==> config.mk <==
export PLATFORM = sky130hd
export DESIGN_NAME = conv33_sched
export DESIGN_NICKNAME = d
export VERILOG_FILES = /design/src/rtl/conv33_pkg.sv /design/src/rtl/conv33_win_cnt.sv /design/src/rtl/conv33_sched.sv
export SDC_FILE = /design/constraint.sdc
export NUM_CORES = 1
export LEC_CHECK = 0
export ABC_AREA = 1
export CAP_MARGIN = 20
export CORE_MARGIN = 2
export CORE_UTILIZATION = 35
export DETAILED_ROUTE_END_ITERATION = 12
export GPL_TIMING_DRIVEN = 0
export PLACE_DENSITY = 0.54
export SETUP_SLACK_MARGIN = 0.4
export SYNTH_ARGS = -nofsm -noshare
export SYNTH_HDL_FRONTEND = slang
export SYNTH_HIERARCHICAL = 1
export SYNTH_SLANG_ARGS = --single-unit
==> constraint.sdc <==
create_clock -name clk -period 2.8 [get_ports clk]
set_input_delay 0.56 -clock clk [delete_from_list [all_inputs] [get_ports clk]]
set_output_delay 0.56 -clock clk [all_outputs]
set_load 0.01 [all_outputs]
==> src/rtl/conv33_pkg.sv <==
// Shared definitions for the 3x3 convolution scheduler: FSM state encoding and kernel size.
package conv33_pkg;

    typedef enum logic [2:0] {
        IDLE   = 3'd0,
        LOAD_W = 3'd1,
        RUN    = 3'd2,
        DRAIN  = 3'd3,
        DONE   = 3'd4
    } state_t;

    localparam int KERNEL = 3;

endpackage

==> src/rtl/conv33_win_cnt.sv <==
// Row/column index of the next 3x3 window; raster order over the valid output positions.
module conv33_win_cnt
    import conv33_pkg::*;
#(
    parameter int IMG_W = 28,
    parameter int IMG_H = 28,
    parameter int CNT_W = 10
) (
    input  logic             clk,
    input  logic             rst,
    input  logic             inc,
    input  logic             clr,
    output logic [CNT_W-1:0] col,
    output logic [CNT_W-1:0] row,
    output logic             last
);

    localparam logic [CNT_W-1:0] COL_MAX = CNT_W'(IMG_W - KERNEL);
    localparam logic [CNT_W-1:0] ROW_MAX = CNT_W'(IMG_H - KERNEL);

    logic [CNT_W-1:0] col_q, col_d;
    logic [CNT_W-1:0] row_q, row_d;
    logic             col_wrap;

    always_comb begin
        col_wrap = (col_q == COL_MAX);
        last     = col_wrap && (row_q == ROW_MAX);
        col_d    = col_q;
        row_d    = row_q;
        if (clr) begin
            col_d = '0;
            row_d = '0;
        end else if (inc) begin
            if (col_wrap) begin
                col_d = '0;
                // after the final window both indices park at zero
                row_d = last ? '0 : row_q + 1'b1;
            end else begin
                col_d = col_q + 1'b1;
            end
        end
    end

    always_ff @(posedge clk or posedge rst) begin
        if (rst) begin
            col_q <= '0;
            row_q <= '0;
        end else begin
            col_q <= col_d;
            row_q <= row_d;
        end
    end

    assign col = col_q;
    assign row = row_q;

endmodule

==> src/rtl/conv33_sched.sv <==
// 3x3 convolution scheduler: weight load, window acceptance with in-flight limit, output retire tracking.
// Optional macro CONV33_SCHED_PERF_EN adds the stall_cycles performance counter output.
module conv33_sched
    import conv33_pkg::*;
#(
    parameter int IMG_W        = 28,
    parameter int IMG_H        = 28,
    parameter int MAX_INFLIGHT = 4,
    parameter int CNT_W        = 10
) (
    input  logic             clk,
    input  logic             rst,
    input  logic             start,
    output logic             busy,
    output logic             done,
    output logic             weight_start,
    input  logic             weight_load_done,
    input  logic             win_valid_in,
    output logic             win_ready_out,
    output logic             calc_en,
    input  logic             out_valid,
    input  logic             out_ready_in,
    output logic [CNT_W-1:0] row_idx,
    output logic [CNT_W-1:0] col_idx,
    output logic             err
`ifdef CONV33_SCHED_PERF_EN
    ,
    output logic [31:0]      stall_cycles
`endif
);

    localparam int TOTAL = (IMG_W - KERNEL + 1) * (IMG_H - KERNEL + 1);
    localparam int RET_W = $clog2(TOTAL + 1);
    localparam int INF_W = 4;

    state_t           state_q, state_d;
    logic [INF_W-1:0] inflight_q, inflight_d;
    logic [RET_W-1:0] retired_q, retired_d;
    logic             ws_q, ws_d;
    logic             err_q, err_d;
    logic             start_acc, accept, retire, ret_ok, win_last, cnt_clr, final_ret;

    always_comb begin
        start_acc     = (state_q == IDLE) && start;
        win_ready_out = (state_q == RUN) && (inflight_q < INF_W'(MAX_INFLIGHT));
        accept        = win_valid_in && win_ready_out;
        calc_en       = accept;
        retire        = out_valid && out_ready_in;
        // a retire with nothing in flight is an error, not a real output
        ret_ok        = retire && (inflight_q != '0);
        final_ret     = ret_ok && (retired_q == RET_W'(TOTAL - 1));
        busy          = (state_q != IDLE);
        done          = (state_q == DONE);
        cnt_clr       = (state_q == DONE) || start_acc;

        state_d    = state_q;
        inflight_d = inflight_q;
        retired_d  = retired_q;
        ws_d       = 1'b0;
        err_d      = err_q;

        case ({accept, ret_ok})
            2'b10:   inflight_d = inflight_q + 1'b1;
            2'b01:   inflight_d = inflight_q - 1'b1;
            default: inflight_d = inflight_q;
        endcase
        if (ret_ok) retired_d = retired_q + 1'b1;

        if (start_acc) err_d = 1'b0;
        if (retire && (inflight_q == '0)) err_d = 1'b1;

        case (state_q)
            IDLE: begin
                if (start) begin
                    state_d = LOAD_W;
                    ws_d    = 1'b1;
                end
            end
            LOAD_W: begin
                if (weight_load_done) state_d = RUN;
            end
            RUN: begin
                if (final_ret)              state_d = DONE;
                else if (accept && win_last) state_d = DRAIN;
            end
            DRAIN: begin
                if (final_ret) state_d = DONE;
            end
            DONE: begin
                state_d    = IDLE;
                inflight_d = '0;
                retired_d  = '0;
            end
            default: state_d = IDLE;
        endcase
    end

    always_ff @(posedge clk or posedge rst) begin
        if (rst) begin
            state_q    <= IDLE;
            inflight_q <= '0;
            retired_q  <= '0;
            ws_q       <= 1'b0;
            err_q      <= 1'b0;
        end else begin
            state_q    <= state_d;
            inflight_q <= inflight_d;
            retired_q  <= retired_d;
            ws_q       <= ws_d;
            err_q      <= err_d;
        end
    end

    assign weight_start = ws_q;
    assign err          = err_q;

    conv33_win_cnt #(
        .IMG_W (IMG_W),
        .IMG_H (IMG_H),
        .CNT_W (CNT_W)
    ) u_win_cnt (
        .clk  (clk),
        .rst  (rst),
        .inc  (accept),
        .clr  (cnt_clr),
        .col  (col_idx),
        .row  (row_idx),
        .last (win_last)
    );

`ifdef CONV33_SCHED_PERF_EN
    logic [31:0] stall_q, stall_d;

    always_comb begin
        stall_d = stall_q;
        if (start_acc)
            stall_d = '0;
        else if ((state_q == RUN) && win_valid_in && !win_ready_out && (stall_q != '1))
            stall_d = stall_q + 32'd1;
    end

    always_ff @(posedge clk or posedge rst) begin
        if (rst) stall_q <= '0;
        else     stall_q <= stall_d;
    end

    assign stall_cycles = stall_q;
`endif

endmodule

==> results of run 1 <==
area by class of cell:
cell class                 instances  area [sq um]  area share (%)
multi-input combinational        246          1346           43.13
sequential                        39         975.9           31.26
timing repair buffer              33         330.3           10.58
inverter                          58         234.0           7.495
tap                               99         123.9           3.968
clock buffer                       5         68.82           2.204
buffer                             2         22.52          0.7214
clock inverter                     3         20.02          0.6413
layer usage:
metal	wire length (microns)	global-route usage, %	share of wire, %
met5	0	0	0
met4	35	4.478	0.60
met3	148	2.925	2.5
met2	2784	25.53	48
met1	2891	21.00	49
worst reg2reg max path, stage by stage (launching register included):
cell     delay (ps)
dfrtp_1         420
nor2_2          180
nand2_1         170
nor2_1          170
nor2_1           70
inv_1           190
nor2_2          120
inv_2           140
nand3_1         130
nor2_1          170
o22ai_1          90
nor2_1           90
kinds of logic (layout without fill, tap and decap cells):
logic type / Yosys count / in the layout / synth area share, %
xor+xnor: 8 / 8 / 2.728
simple gates: 193 / 193 / 36.78
compound gates: 38 / 38 / 9.207
fa+ha+maj: 7 / 7 / 3.409
flops: 39 / 39 / 37.99
buf+inv: 60 / 101 / 9.888
layout by cell type, fill, tap and decap left out, drive strengths merged:
master,instances
a21oi,8
bufinv,1
xor2,6
nand3,33
nor3,9
clkinvlp,2
nand2,87
nand4,8
nand3b,3
ha,7
o22ai,3
nor3b,1
clkbuf,5
nor2,51
dfrtp,39
buf,3
a31oi,3
inv,56
clkdlybuf4s50,31
dlymetal6s2s,1
o21ai,19
o211ai,1
and3,1
o21bai,1
a21boi,2
xnor2,2
o21a,1
clkinv,2
final timing paths:
path                            cells after the start  slack [ps]                            to                      from
max in group asynchronous                           2        1560  u_win_cnt/col[5]$_DFFE_PP0P_                       rst
worst min register to register                      1         510      retired_q[0]$_DFFE_PP0P_  retired_q[0]$_DFFE_PP0P_
worst min-delay path                                1         510      retired_q[0]$_DFFE_PP0P_  retired_q[0]$_DFFE_PP0P_
worst max register to register                     11         780  u_win_cnt/col[4]$_DFFE_PP0P_    state_q[0]$_DFFE_PP0P_
min in group asynchronous                           2         730     inflight_q[0]$_DFFE_PP0P_                       rst
worst max-delay path                                4         500                 win_ready_out    state_q[2]$_DFFE_PP0P_
synth_stat cells, types with 2 or more instances:
cell type / number
a21oi_1: 6
a31oi_1: 3
buf_6: 2
dfrtp_1: 39
ha_1: 7
inv_1: 50
inv_2: 6
nand2_1: 79
nand2_2: 6
nand2_4: 2
nand3_1: 29
nand3_2: 3
nand3b_1: 3
nand4_1: 7
nor2_1: 45
nor2_2: 2
nor2_4: 4
nor3_1: 7
nor3_4: 2
o21ai_0: 10
o21ai_1: 8
o22ai_1: 3
xnor2_1: 2
xor2_1: 6
metrics by stage:
stage	util (%)	cell area, sq um
after floorplan	-	2569
after detailed placement	41.99	3013
after global routing	43.50	3122
final	43.50	3122
after CTS	43.37	3112
after global placement	41.99	3013
flip-flops by register name (all words and copies together) (netlist names):
register       flops
retired_q         10
u_win_cnt/col     10
u_win_cnt/row     10
inflight_q         4
state_q            3
err                1
weight_start       1
power breakdown:
group	internal [mW]	total, mW	switching (mW)
sequential	0.759	1.02	0.260
clock	0.174	0.397	0.223
combinational	0.637	1.48	0.844
total	1.57	2.90	1.33
what timing repair did:
action                                  in CTS  in global routing
gates resized for setup                      2                  3
setup buffers                                1                  0
endpoints found under the setup margin       2                  2
==> impl_metrics.tcl, run 1 <==
set metrics [dict create \
    outcome "completed" \
    syn_avg_cell_area_sq_um 7.446 \
    antenna_found_initial 0 \
    numPlacedInstances 476 \
    clk_latency_ps 300 \
    crit_family "buffers and inverters" \
    slowest_stage "clkdlybuf4s50_1" \
    cp.required_ps 2240 \
    die_h_microns 89.67 \
    clk_pin_slew_ps 80 \
    gp_congestion 0.8041 \
    netlist_area_sq_um 2569 \
    grt_usage_pct 15.58 \
    power_mw 2.896 \
    start_util_pct 35.80 \
    dieArea_sq_um 8041 \
    max_stage_delay_ps 540 \
    fin_nets 399 \
    synth_nets 359 \
    leakage_nw 1.504 \
    postRouteAntennaNets 0 \
    p_per_area_nw_per_um2 927.7 \
    vias 2275 \
    ioPinCount 33 \
    yosysSeqAreaShare_pct 37.99 \
    yosys_warnings 6 \
    worstSetupEndpointType "output pin" \
    grt_overflow 0 \
    rsz0062_at_grt "no" \
    n_antenna_cell 0 \
    slew_violations 0 \
    cts.sinks 39 \
    wl_per_cell_microns 12.08 \
    crit_arrival_ps 1740 \
    cts_tree "done" \
    max_freq_mhz 434.7 \
    hold_violations 0 \
    wirelength_mm 5.859 \
    crit_type "reg -> out" \
    async_reset_ff_share_pct 100.0 \
    layout_setup_ws_ps 499.3 \
    instances_no_fill 485 \
    dp_hpwl_mm 4.412 \
    hold_class "reg -> reg" \
    fin_crit_sh_pct 82.17 \
    synth_edf_count 0 \
    port_buffers 32 \
    area_growth_pct 21.53 \
    cp_common_cell "nor2_1" \
    root_buffer "clkbuf_8" \
    nFillCells 749 \
    hold_ws_ps 511.7 \
    netlist.area_leader.share_pct 37.99 \
    drtPass1Iterations 4 \
    routed_via_density 4.691 \
    drc 0 \
    synth_seq_cells 39 \
    cap_violations 0 \
    fin_tns_setup_ps 0 \
    layout-drive-gt1-share_pct 11.40 \
    synthCells 345 \
    start_kind "flip-flop" \
    synth_cell_types 38 \
    dp_slack_ps 296.8 \
    ctsHoldBuffers 0 \
    clockBufferDepth 2 \
    grt_max_degree 21 \
    finalSetupViolations 0 \
    cp_max_fo 4 \
    path_cells "nor2_1 -> nand2_1 -> nor2_1 -> clkdlybuf4s50_1" \
    core_region_area_sq_um 7176 \
    ir_worst_vdd_mv 0.2536 \
    path_buf_inv 1 \
    slew-limit-headroom_pct 46.24 \
    cts_buffers 5 \
    synth_flop_cell "dfrtp_1" \
    min_period_ps 2301 \
    synth_area_leader_cell "dfrtp_1" \
    rows 31 \
    h-tree-depth 2 \
    die_w_microns 89.67 \
    grt_pass1_vias 2130 \
    drtIter0Drc 86 \
    synth_area_leaders "dfrtp_1 (38%), nand2_1 (12%), inv_1 (7.3%)" \
    grt_first_pass_wirelength_mm 9.804 \
    clock_skew_ps 4.692 \
    tightestPinTransition_ps 805.5 \
]
(Power assumes the default switching activity.)
==> run 2: changes to the inputs <==
--- a/config.mk
+++ b/config.mk
@@ -11,7 +11,7 @@
 export CORE_UTILIZATION = 35
 export DETAILED_ROUTE_END_ITERATION = 12
 export GPL_TIMING_DRIVEN = 0
-export PLACE_DENSITY = 0.54
+export PLACE_DENSITY = 0.56
 export SETUP_SLACK_MARGIN = 0.4
 export SYNTH_ARGS = -nofsm -noshare
 export SYNTH_HDL_FRONTEND = slang
==> constraint.sdc (replaced) <==
create_clock -name clk -period 1.9 [get_ports clk]
set_input_delay 0.38 -clock clk [delete_from_list [all_inputs] [get_ports clk]]
set_output_delay 0.38 -clock clk [all_outputs]
set_load 0.01 [all_outputs]
==> run 2 against run 1 <==
Clock power up 54%. Count of clock-buffer cells in the layout up 2. Clock skew up 3.7 ps. Non-clock buffer count up 60. Flip-flop and latch count unchanged. Largest cell class unchanged. Highest routed layer unchanged.
==> impl_metrics.tcl, run 2 (synthesis gave the netlist of run 1 again) <==
set metrics [dict create \
    dieArea_sq_um 8041 \
    die_w_microns 89.67 \
    path_buf_inv 2 \
    ioPinCount 33 \
    outcome "completed" \
    hold_class "in -> reg" \
    vias 2618 \
    clkPwrFrac_pct 11.2 \
    layout_common_cells "nand2_1 (62), buf_4 (48), inv_1 (36), nor2_1 (36), dfrtp_1 (27)" \
    slew-limit-headroom_pct 47.01 \
    p_int_mw 3.016 \
    crit_arrival_ps 1930 \
    seqCellArea_sq_um 991.0 \
    start_kind "primary input" \
    drtPass1Iterations 4 \
    tightestPinTransition_ps 794.0 \
    ctsHoldBuffers 0 \
    finalCoreUtilization_pct 54.30 \
    clockBufferDepth 2 \
    clock_skew_ps 8.372 \
    postRouteAntennaNets 0 \
    grt_usage_pct 17.53 \
    finalSetupViolations 0 \
    cts_tree "done" \
    worstSetupEndpointType "flip-flop" \
    die_h_microns 89.67 \
    grt_overflow 0 \
    crit_type "in -> reg" \
    wl_per_cell_microns 12.74 \
    final_common_cell "nand2_1" \
    slowest_stage "clkdlybuf4s50_1" \
    share_comb_of_total_power_pct 62.7 \
    clk_latency_ps 290 \
    dp_hpwl_mm 4.323 \
    area_growth_pct 51.68 \
    rsz0062_at_grt "yes" \
    gp_congestion 0.8188 \
    slew_violations 0 \
    leakage_nw 1.916 \
    start_util_pct 35.80 \
    routed_via_density 4.804 \
    switching_power_mw 2.422 \
    fin_crit_sh_pct 91.86 \
    max_stage_delay_ps 520 \
    drc 0 \
    cp_max_fo 3 \
    drtIter0Drc 98 \
    core_region_area_sq_um 7176 \
    layout-drive-gt1-share_pct 39.46 \
    grt_first_pass_wirelength_mm 10.96 \
    cts.sinks 39 \
    path_cells "clkdlybuf4s50_1 -> nand4_4 -> nand2_4 -> inv_2 -> ha_4 -> nand2_1 -> nand3b_1 -> nand2_1 -> nand2_1 -> nand3_1 -> nand2_1" \
    port_buffers 32 \
    multi_input_area_sq_um 1619 \
    dp_slack_ps -361.4 \
    nFillCells 648 \
    cts_buffers 5 \
    clk_pin_slew_ps 70 \
    fin_tns_setup_ps 0 \
    h-tree-depth 2 \
    antenna_found_initial 0 \
    fin_nets 459 \
    min_period_ps 1745 \
    p_per_area_nw_per_um2 1396 \
    grt_max_degree 21 \
    cap_violations 0 \
    root_buffer "clkbuf_8" \
    grt_pass1_vias 2445 \
    max_freq_mhz 573.0 \
    n_antenna_cell 0 \
    wirelength_mm 6.942 \
    hold_violations 0 \
    cp_common_cell "nand2_1" \
    sw_frac_of_total_pct 44.53 \
    pwr-share-seq_pct 26.1 \
    rows 31 \
    cp.required_ps 2080 \
    ir_worst_vdd_mv 0.7794 \
    layout_setup_ws_ps 154.7 \
    crit_family "simple AND/OR/NAND/NOR gates" \
]
==> run 2: changes by cell type in the layout (fill, tap and decap cells not counted), sizes merged <==
cell / delta
clkbuf: +3
clkinvlp: -2
bufinv: -1
dlygate4sd2: +21
clkdlybuf4s50: -27
clkinv: +1
dlymetal6s2s: +1
buf: +64
==> run 2: worst paths after layout <==
| kind | from | end | slack (ps) | cells past startpoint |
|---|---|---|---|---|
| worst max-delay path | win_valid_in | inflight_q[3]$_DFFE_PP0P_ | 150 | 11 |
| worst min-delay path | out_valid | err$_DFFE_PP0P_ | 450 | 3 |
| worst max register to register | inflight_q[1]$_DFFE_PP0P_ | inflight_q[2]$_DFFE_PP0P_ | 160 | 11 |
| worst min register to register | retired_q[0]$_DFFE_PP0P_ | retired_q[0]$_DFFE_PP0P_ | 510 | 1 |
| max in group asynchronous | rst | u_win_cnt/row[6]$_DFFE_PP0P_ | 800 | 2 |
| min in group asynchronous | rst | retired_q[7]$_DFFE_PP0P_ | 550 | 2 |
==> run 2: stage by stage <==
| stage | hold slack (ps) | total power [mW] | cell area (sq um) | instances |
|---|---|---|---|---|
| after detailed placement | 497.4 | 3.712 | 3044 | 476 |
| final | 450.7 | 5.438 | 3896 | 545 |
| after global placement | 487.3 | 3.682 | 3044 | 476 |
| after global routing | 501.3 | 5.887 | 3896 | 545 |
| after CTS | 508.9 | 5.017 | 3633 | 530 |
| after floorplan | 331.1 | 2.976 | 2600 | 345 |
==> run 2: worst min-delay path, delay by kind of cell <==
family | cells | cell delay (ps)
AOI/OAI and AO/OA | 1 | 90
and+or+nand+nor | 1 | 100
buffers and inverters | 1 | 130
==> run 2: cell type report <==
class,instances,share of cell area (%)
Clock buffer,7,2.216
Tap cell,99,3.179
Buffer,2,0.5780
Multi-Input combinational cell,246,41.55
Sequential cell,39,25.43
Clock inverter,1,0.2248
Inverter,58,6.294
Timing Repair Buffer,93,20.52
==> run 2: power by group through the flow <==
| stage | clock, mW | sequential (mW) | combinational [mW] |
|---|---|---|---|
| 2_1_floorplan | 0 | 1.50 | 1.47 |
| 3_3_place_gp | 0 | 1.50 | 2.18 |
| 3_5_place_dp | 0 | 1.50 | 2.21 |
| 4_1_cts | 0.639 | 1.39 | 2.99 |
| 5_1_grt | 0.683 | 1.45 | 3.75 |
| 6_report | 0.610 | 1.42 | 3.41 |
==> run 2: repair_timing <==
| action | 4_1_cts | 5_1_grt |
|---|---|---|
| setup endpoints to repair | 55 | 37 |
| pin swaps | 20 | 18 |
| gates resized for setup | 102 | 49 |
| cloned | 2 | 0 |
| setup buffers | 44 | 15 |
==> run 2: routing by layer <==
layer	share of wire [%]	track usage (%)
met5	0	0
met4	1.5	4.342
met3	4.3	4.296
met2	51	31.35
met1	44	21.04
